## src/rtl/riscv_dext_queue.sv

```systemverilog
// rtl/riscv_dext_queue.sv - data external access queue between LSU/dcache and the AHB-Lite BIU
// Optional error-address latch: define RISCV_DEXT_ERR_LATCH_EN.
module riscv_dext_queue #(
    parameter int XLEN   = 64,
    parameter int PLEN   = 64,
    parameter int QDEPTH = 4,
    parameter int DEPTH  = 2
) (
    input  logic            clk_i,
    input  logic            rst_ni,
    input  logic            clr_i,

    input  logic            mem_req_i,
    input  logic [XLEN-1:0] mem_adr_i,
    input  logic [2:0]      mem_size_i,
    input  logic [2:0]      mem_type_i,
    input  logic [2:0]      mem_prot_i,
    input  logic            mem_lock_i,
    input  logic            mem_we_i,
    input  logic [XLEN-1:0] mem_d_i,
    output logic            mem_adr_ack_o,
    output logic            mem_rdy_o,
    output logic [PLEN-1:0] mem_adr_o,
    output logic [XLEN-1:0] mem_q_o,
    output logic            mem_ack_o,
    output logic            mem_err_o,

    output logic            biu_stb_o,
    input  logic            biu_stb_ack_i,
    output logic [PLEN-1:0] biu_adri_o,
    output logic [2:0]      biu_size_o,
    output logic [2:0]      biu_type_o,
    output logic [2:0]      biu_prot_o,
    output logic            biu_lock_o,
    output logic            biu_we_o,
    output logic [XLEN-1:0] biu_d_o,
    input  logic [PLEN-1:0] biu_adro_i,
    input  logic [XLEN-1:0] biu_q_i,
    input  logic            biu_ack_i,
    input  logic            biu_err_i,

    input  logic            err_clr_i,
    output logic            err_valid_o,
    output logic [PLEN-1:0] err_adr_o
);

    localparam int AW = $clog2(QDEPTH);
    localparam int PW = AW + 1;
    localparam int IW = $clog2(DEPTH + 1);
    localparam logic [IW-1:0] DEPTH_L = IW'(DEPTH);

    logic [XLEN-1:0] q_adr  [QDEPTH];
    logic [XLEN-1:0] q_d    [QDEPTH];
    logic [2:0]      q_size [QDEPTH];
    logic [2:0]      q_type [QDEPTH];
    logic [2:0]      q_prot [QDEPTH];
    logic            q_lock [QDEPTH];
    logic            q_we   [QDEPTH];

    logic [PW-1:0] rd_ptr, wr_ptr;
    logic [IW-1:0] inflight, discard;
    logic          empty, full, can_issue, pop, push, accept;
    logic          resp_valid, resp_live;

    assign empty     = (rd_ptr == wr_ptr);
    assign full      = (rd_ptr[AW] != wr_ptr[AW]) && (rd_ptr[AW-1:0] == wr_ptr[AW-1:0]);
    assign can_issue = (inflight < DEPTH_L);

    assign biu_stb_o = rst_ni & (~empty | mem_req_i) & can_issue & ~clr_i;
    assign pop       = biu_stb_ack_i & ~empty;
    assign accept    = rst_ni & mem_req_i & ~clr_i & (~full | pop);
    // An empty FIFO with a same-cycle address ack means the request went straight out.
    assign push      = accept & ~(empty & biu_stb_ack_i);

    assign mem_adr_ack_o = accept;
    assign mem_rdy_o     = ~full;

    always_comb begin
        if (empty) begin
            biu_adri_o = PLEN'(mem_adr_i);
            biu_size_o = mem_size_i;
            biu_type_o = mem_type_i;
            biu_prot_o = mem_prot_i;
            biu_lock_o = mem_lock_i;
            biu_we_o   = mem_we_i;
            biu_d_o    = mem_d_i;
        end else begin
            biu_adri_o = PLEN'(q_adr[rd_ptr[AW-1:0]]);
            biu_size_o = q_size[rd_ptr[AW-1:0]];
            biu_type_o = q_type[rd_ptr[AW-1:0]];
            biu_prot_o = q_prot[rd_ptr[AW-1:0]];
            biu_lock_o = q_lock[rd_ptr[AW-1:0]];
            biu_we_o   = q_we[rd_ptr[AW-1:0]];
            biu_d_o    = q_d[rd_ptr[AW-1:0]];
        end
    end

    always_ff @(posedge clk_i) begin
        if (push) begin
            q_adr[wr_ptr[AW-1:0]]  <= mem_adr_i;
            q_d[wr_ptr[AW-1:0]]    <= mem_d_i;
            q_size[wr_ptr[AW-1:0]] <= mem_size_i;
            q_type[wr_ptr[AW-1:0]] <= mem_type_i;
            q_prot[wr_ptr[AW-1:0]] <= mem_prot_i;
            q_lock[wr_ptr[AW-1:0]] <= mem_lock_i;
            q_we[wr_ptr[AW-1:0]]   <= mem_we_i;
        end
    end

    always_ff @(posedge clk_i or negedge rst_ni) begin
        if (!rst_ni) begin
            rd_ptr <= '0;
            wr_ptr <= '0;
        end else if (clr_i) begin
            rd_ptr <= wr_ptr;
        end else begin
            if (pop)  rd_ptr <= rd_ptr + PW'(1);
            if (push) wr_ptr <= wr_ptr + PW'(1);
        end
    end

    assign resp_valid = (biu_ack_i | biu_err_i) & ((inflight != '0) | biu_stb_ack_i);
    assign resp_live  = resp_valid & ~clr_i & (discard == '0);

    assign mem_ack_o = rst_ni & biu_ack_i & resp_live;
    assign mem_err_o = rst_ni & biu_err_i & resp_live;
    assign mem_adr_o = biu_adro_i;
    assign mem_q_o   = biu_q_i;

    always_ff @(posedge clk_i or negedge rst_ni) begin
        if (!rst_ni) begin
            inflight <= '0;
            discard  <= '0;
        end else begin
            case ({biu_stb_ack_i, resp_valid})
                2'b10:   if (inflight != DEPTH_L) inflight <= inflight + IW'(1);
                2'b01:   inflight <= inflight - IW'(1);
                default: inflight <= inflight;
            endcase
            // Everything still in flight at a flush belongs to dropped requests.
            if (clr_i)
                discard <= resp_valid ? inflight - IW'(1) : inflight;
            else if (resp_valid && discard != '0)
                discard <= discard - IW'(1);
        end
    end

`ifdef RISCV_DEXT_ERR_LATCH_EN
    localparam int TW = (DEPTH > 1) ? $clog2(DEPTH) : 1;

    logic [PLEN-1:0] tag_mem [DEPTH];
    logic [TW-1:0]   tag_rd, tag_wr;
    logic [IW-1:0]   tag_cnt;
    logic [PLEN-1:0] head_tag;
    logic            tag_store, err_hit;

    assign head_tag  = (tag_cnt == '0) ? biu_adro_i : tag_mem[tag_rd];
    assign tag_store = biu_stb_ack_i & ~(resp_live & (tag_cnt == '0));
    assign err_hit   = biu_err_i & resp_live;

    function automatic logic [TW-1:0] tag_next(input logic [TW-1:0] p);
        return (p == TW'(DEPTH - 1)) ? '0 : p + TW'(1);
    endfunction

    always_ff @(posedge clk_i) begin
        if (tag_store) tag_mem[tag_wr] <= biu_adro_i;
    end

    always_ff @(posedge clk_i or negedge rst_ni) begin
        if (!rst_ni) begin
            tag_rd  <= '0;
            tag_wr  <= '0;
            tag_cnt <= '0;
        end else if (clr_i) begin
            tag_rd  <= '0;
            tag_wr  <= '0;
            tag_cnt <= '0;
        end else begin
            if (tag_store) tag_wr <= tag_next(tag_wr);
            if (resp_live && tag_cnt != '0) tag_rd <= tag_next(tag_rd);
            case ({tag_store, resp_live})
                2'b10:   tag_cnt <= tag_cnt + IW'(1);
                2'b01:   tag_cnt <= tag_cnt - IW'(1);
                default: tag_cnt <= tag_cnt;
            endcase
        end
    end

    always_ff @(posedge clk_i or negedge rst_ni) begin
        if (!rst_ni) begin
            err_valid_o <= 1'b0;
            err_adr_o   <= '0;
        end else if (err_hit && (!err_valid_o || err_clr_i)) begin
            err_valid_o <= 1'b1;
            err_adr_o   <= head_tag;
        end else if (err_clr_i) begin
            err_valid_o <= 1'b0;
        end
    end
`else
    logic unused_err_clr;
    assign unused_err_clr = err_clr_i;
    assign err_valid_o    = 1'b0;
    assign err_adr_o      = '0;
`endif

endmodule

```

## config.mk

```make
export PLATFORM = sky130hd
export DESIGN_NAME = riscv_dext_queue
export DESIGN_NICKNAME = d
export VERILOG_FILES = /design/src/rtl/riscv_dext_queue.sv
export SDC_FILE = /design/constraint.sdc
export NUM_CORES = 1
export LEC_CHECK = 0
export ABC_AREA = 1
export CAP_MARGIN = 20
export CORE_AREA = 2 2 238 240
export DETAILED_ROUTE_END_ITERATION = 8
export DIE_AREA = 0 0 240 242
export PLACE_DENSITY = 0.72
export SYNTH_ARGS = -nofsm -noshare
export SYNTH_HDL_FRONTEND = slang
export SYNTH_SLANG_ARGS = --single-unit
```

## constraint.sdc

```tcl
create_clock -name clk_i -period 11.89 [get_ports clk_i]
set_clock_uncertainty 0.15 [all_clocks]
set_input_delay 1.189 -clock clk_i [delete_from_list [all_inputs] [get_ports clk_i]]
set_output_delay 1.189 -clock clk_i [all_outputs]
set_load 0.005 [all_outputs]
```

Yosys cells after proc, flatten, opt, wreduce, memory -nomap -nowiden --
Memories as Yosys holds them, arrays and structs flattened. Index checks and enable logic that the tools add are counted.
Operators by class: reduce and logical (&&, ||, !) cells 10, $lt $le $gt $ge 1, shifts and indexed selects 0, $mul 0, divide/modulo/power cells 0, eq/ne operators 7, bitwise logic cells 24, muxes and demuxes 16, $add $sub $neg 5
Operators by type and width (number):
- $mux 64 | 2
- $and 1x1->1 | 16
- $mux 3 | 5
- $reduce_bool 2->1 | 5
- $mux 2 | 4
- $add 3x1->3 const B | 2
- $mux 1 | 4
- $ne 2x2->1 const B | 2
- $not 1->1 | 4
- $or 1x1->1 | 4
- $pmux 2 s2 | 1
- $reduce_and 2->1 | 2
- $sub 2x1->2 const B | 2
- $eq 3x3->1 | 1
- $add 2x1->2 const B | 1
- $eq 2x1->1 const B | 1
- $eq 2x2->1 | 1
- $eq 2x2->1 const B | 1
- $logic_and 1x1->1 | 2
- $logic_not 2->1 | 1
- $lt 2x2->1 const B | 1
- $ne 1x1->1 | 1
Storage, ports and cells: memories 7, memory bits (writable) 556, memory bits (read-only) 0, latch bits 0, output and inout bits 337, register bits after elaboration 10, input port bits 275, word-level logic and storage cells 74
Memories:
- q_adr | depth 4, bits a word 64, rd ports 1, clocked after Yosys merged registers in 0, wr ports 1, line 52 | logic [XLEN-1:0] q_adr [QDEPTH];
- q_d | depth 4, bits a word 64, rd ports 1, clocked after Yosys merged registers in 0, wr ports 1, line 53 | logic [XLEN-1:0] q_d [QDEPTH];
- q_prot | depth 4, bits a word 3, rd ports 1, clocked after Yosys merged registers in 0, wr ports 1, line 56 | logic [2:0] q_prot [QDEPTH];
- q_size | depth 4, bits a word 3, rd ports 1, clocked after Yosys merged registers in 0, wr ports 1, line 54 | logic [2:0] q_size [QDEPTH];
- q_type | depth 4, bits a word 3, rd ports 1, clocked after Yosys merged registers in 0, wr ports 1, line 55 | logic [2:0] q_type [QDEPTH];
- q_lock | depth 4, bits a word 1, rd ports 1, clocked after Yosys merged registers in 0, wr ports 1, line 57 | logic q_lock [QDEPTH];
- 1 more memories

Logic depth before layout (Yosys ltp) --
depth after elaboration 8, depth in mapped cells 11

Worst setup path before layout --
Ideal clock, no wire load.
kind input port to flip-flop, start point in clr_i, end point mem q_adr[0][0] (enable), stages 4, setup slack 3.493 ns, required time 11.100 ns, arrival 7.607 ns, cells stage by stage clkbuf_1 -> nor2_1 -> nand3_1 -> nor2_1
On the way: cells in the longest elaborated chain, start to end 6
Ends and longest elaborated chain:
- start: declaration | line 11 | input logic clr_i,
- $not 1->1 (no line)
- $and 1x1->1 (2 in series) | line 71 | assign accept = rst_ni & mem_req_i & ~clr_i & (~full | pop);
- $and 1x1->1 | line 73 | assign push = accept & ~(empty & biu_stb_ack_i);
- $mux 1 | line 99 | if (push) begin
- $mux 1 (not written as such) | line 100 | q_adr[wr_ptr[AW-1:0]] <= mem_adr_i;
- end: declaration | line 52
No other way between the ends.

Worst setup path in the final report --
start point reg rd_ptr[0], end point out biu_adri_o[45]
On the way: cells in the longest elaborated chain, start to end 2, elaborated cells on any way between the ends 3
Ends and longest elaborated chain:
- start: declaration | line 60 | logic [PW-1:0] rd_ptr, wr_ptr;
- start signal: assignment | line 115 | rd_ptr <= wr_ptr;
- start signal: assignment | line 117 | if (pop) rd_ptr <= rd_ptr + PW'(1);
- $mem_v2 4x64 / $eq 3x3->1 (equally long branches)
- $mux 64 (*) | line 79 | if (empty) begin
- end: declaration | line 30 | output logic [PLEN-1:0] biu_adri_o,
Every way passes the cells marked *; elsewhere a longest branch is shown, timed or not.

==> flow_metrics.tcl <==
set metrics [dict create \
    hold_buffers 0 \
    cpMaxStageDelayCell "dfrtp_4" \
    crit_path_start "rd_ptr[0]" \
    crit_fanout 218 \
    p_per_area_mw_per_mm2 255 \
    crit_path_cell_trace "buf_12, xnor2_4, nand3_4, buf_4, buf_4, nor2_1, a31oi_1, clkdlybuf4s50_1" \
    synth_top_family_by_area "simple AND/OR/NAND/NOR gates" \
    synth_top_area_share_pct 68.4 \
    grt_pass1_vias 15002 \
    placed_cell_area_mm2 0.0267 \
    core_mm2 0.0557 \
    dieArea_mm2 0.0581 \
    vias_per_cell 5.32 \
    maxCapViolCount 0 \
    grt_max_degree 219 \
    max_stage_delay_ns 0.92 \
    drive_gt1_share_pct 5.26 \
    hpwlAfterDp_um 47900 \
    ant_nets 0 \
    drt_wl_total_um 74500 \
    cp-end-kind "primary output" \
    fin_crit_ns 6.82 \
    cp.required_ns 10.55 \
    cts.sinks 566 \
    grt_pass1_wl_um 105000 \
    tightest_slew_ns 1.14 \
    rows 87 \
    clockRootBuffer "clkbuf_16" \
    drt-wirelength-per-cell_um 24.6 \
    vias 16101 \
    fmax_mhz 147 \
    cts_tree "yes" \
    critPathKind "reg -> out" \
    layout.nets 2497 \
    area_delta_synth_final_pct 17.0 \
    grt_remaining_overflow 0 \
    r2r-start "rd_ptr[0]" \
    status "completed" \
    fin_total_pwr_mw 7.27 \
    worstSkewPairLatency_ns 0.61 \
    die_h_um 242 \
    synth_seq_cells 566 \
    period_share_pct 57.3 \
    yosysUniqueCellTypes 27 \
    antenna_found_initial 11 \
    grt_use_total_pct 24.8 \
    synth.area.top_cells "edfxtp_1 68%, nor2_1 11%, buf_4 6.0%, o21ai_0 5.9%, a31oi_1 3.6%" \
    portBuffers 289 \
    path_clk_slew_ns 0.06 \
    synthesis.area_mm2 0.0244 \
    setup_violations 0 \
    synthXorXnorAreaFrac_pct 0.184 \
    hp-start "inflight[0]" \
    postCtsSetupBuffers 0 \
    slew_violations 0 \
    postSynthCellCount 2098 \
    fin_area_mm2 0.0286 \
    start_util_pct 43.8 \
    ir_worst_vdd_v 0.000216 \
    tns_ns 0 \
    ioPinCount 612 \
    cts_buffer_depth 3 \
    cp_top_family "buffers and inverters" \
    synth-simple-area-share_pct 11.7 \
    die_x_um 240 \
    worstPathArrival_ns 5.48 \
    crit_path_frequent_cell "buf_4" \
    hold_ws_ns 0.348 \
    synth-compound-area-share_pct 9.63 \
    synth.area.mux_share_pct 0 \
    p_leak_nw 9.66 \
    cts_buffers 56 \
    critPathLaunchType "flip-flop" \
    crit_buf_inv 4 \
    hold_path.class "reg -> reg" \
    synthAdderAreaFrac_pct 0.410 \
    yosysWarnings 0 \
    firstDrtPassIters 7 \
    post_cts_resize_count 0 \
    drc 0 \
    yosys.area.top_type "edfxtp_1" \
    yosysSeqAreaShare_pct 69.4 \
    drt_iter0_markers 1367 \
    synth.avg_cell_area_um2 11.6 \
    hold_viol 0 \
    htreeDepth 2 \
    slew_headroom_pct 24.2 \
    gp_congestion 0.808 \
    rsz0062_at_grt "false" \
]
[per-stage QoR]
stage          util, %  worst slack (ns)  cells
2_1_floorplan        -              3.49   2162
4_1_cts           51.1              4.92   3015
3_3_place_gp      47.8              5.68   2910
6_report          51.2              5.07   3025
3_5_place_dp      47.8              5.64   2910
5_1_grt           51.2              4.71   3023
[per-layer routing]
metal	track usage (%)	routed length [um]	vias to the layer above	part of all wire, %
met5	2.36	200	-	0.27
met4	8.99	2950	8	4.0
met3	13.8	10800	124	14
met2	40.6	35900	947	48
met1	26.8	24800	7642	33
li1	-	-	7380	-
[final cells by class]
| class | count | area [um^2] |
|---|---|---|
| fill | 4666 | 27200 |
| sequential | 566 | 17000 |
| tap | 756 | 946 |
| clock buffer | 63 | 1450 |
| timing repair buffer | 311 | 3110 |
| antenna | 8 | 20.0 |
| clock inverter | 42 | 372 |
| inverter | 19 | 78.8 |
| multi-input combinational | 1260 | 5630 |
[Yosys cell counts (all sizes together)]
master and number:
nand3 6, nor3 1, or2 1, a31oi 139
a21oi 2, o21a 1, clkbuf 61, conb 1
nor2 703, nand2 32, inv 19, dfrtp 10
ha 8, nand4 5, nand3b 1, o211ai 1
edfxtp 556, o21ai 291, xor2 2, xnor2 1
buf 256, and2 1
[sequential cells by signal (all words and copies together) (netlist names), 3 cells and up]
name / cells
q_adr: 256
q_d: 256
q_prot: 12
q_size: 12
q_type: 12
q_lock: 4
q_we: 4
rd_ptr: 3
wr_ptr: 3
[cells by family (layout without fill, tap and decap cells)]
group,count (synthesis),after routing
adders and majority gates,8,8
AOI/OAI and AO/OA,434,434
buffers and inverters,336,435
and+or+nand+nor,750,750
DFF,566,566
xor gates and xnor gates,3,3
other,1,73
[cell usage in the layout, fill, tap and decap left out, types with 2 or more instances in the layout]
cell type	count
ha_1	8
clkinv_1	14
clkinv_2	13
nand2_1	31
clkbuf_16	57
clkdlybuf4s50_1	289
clkinv_4	2
bufinv_16	6
buf_16	2
conb_1	65
inv_6	4
nor2_1	699
nor2_4	4
dfrtp_4	2
clkbuf_1	6
diode_2	8
o21ai_0	290
nand4_1	5
a21oi_1	2
inv_1	17
clkinvlp_4	4
a31oi_1	139
dfrtp_1	8
xor2_1	2
buf_4	19
edfxtp_1	556
nand3_1	5
[worst reg2reg max path: stages, from the launching register on]
cell     delay [ns]
dfrtp_4        0.92
buf_12         0.79
xnor2_4        0.27
nand4_1        0.20
nand3_1        0.41
nor2_4         0.21
buf_4          0.53
buf_4          0.70
[final timing paths]
| check | endpoint | slack [ns] | cells past startpoint |
|---|---|---|---|
| max | biu_adri_o[45] | 5.07 | 8 |
| min | inflight[0] | 0.35 | 1 |
| max reg2reg | q_d[2][24] | 7.26 | 7 |
| min reg2reg | inflight[0] | 0.35 | 1 |
| max in group asynchronous | rd_ptr[0] | 10.19 | 1 |
| min in group asynchronous | inflight[1] | 0.86 | 1 |
[power by group]
part	leakage [nW]	total, mW	switching (mW)	internal, mW
Sequential	5.14	2.42	0.100	2.32
Clock	0.890	1.75	0.746	1.01
Combinational	3.63	3.09	1.71	1.39
No activity file was read; power rests on OpenSTA's default activity.
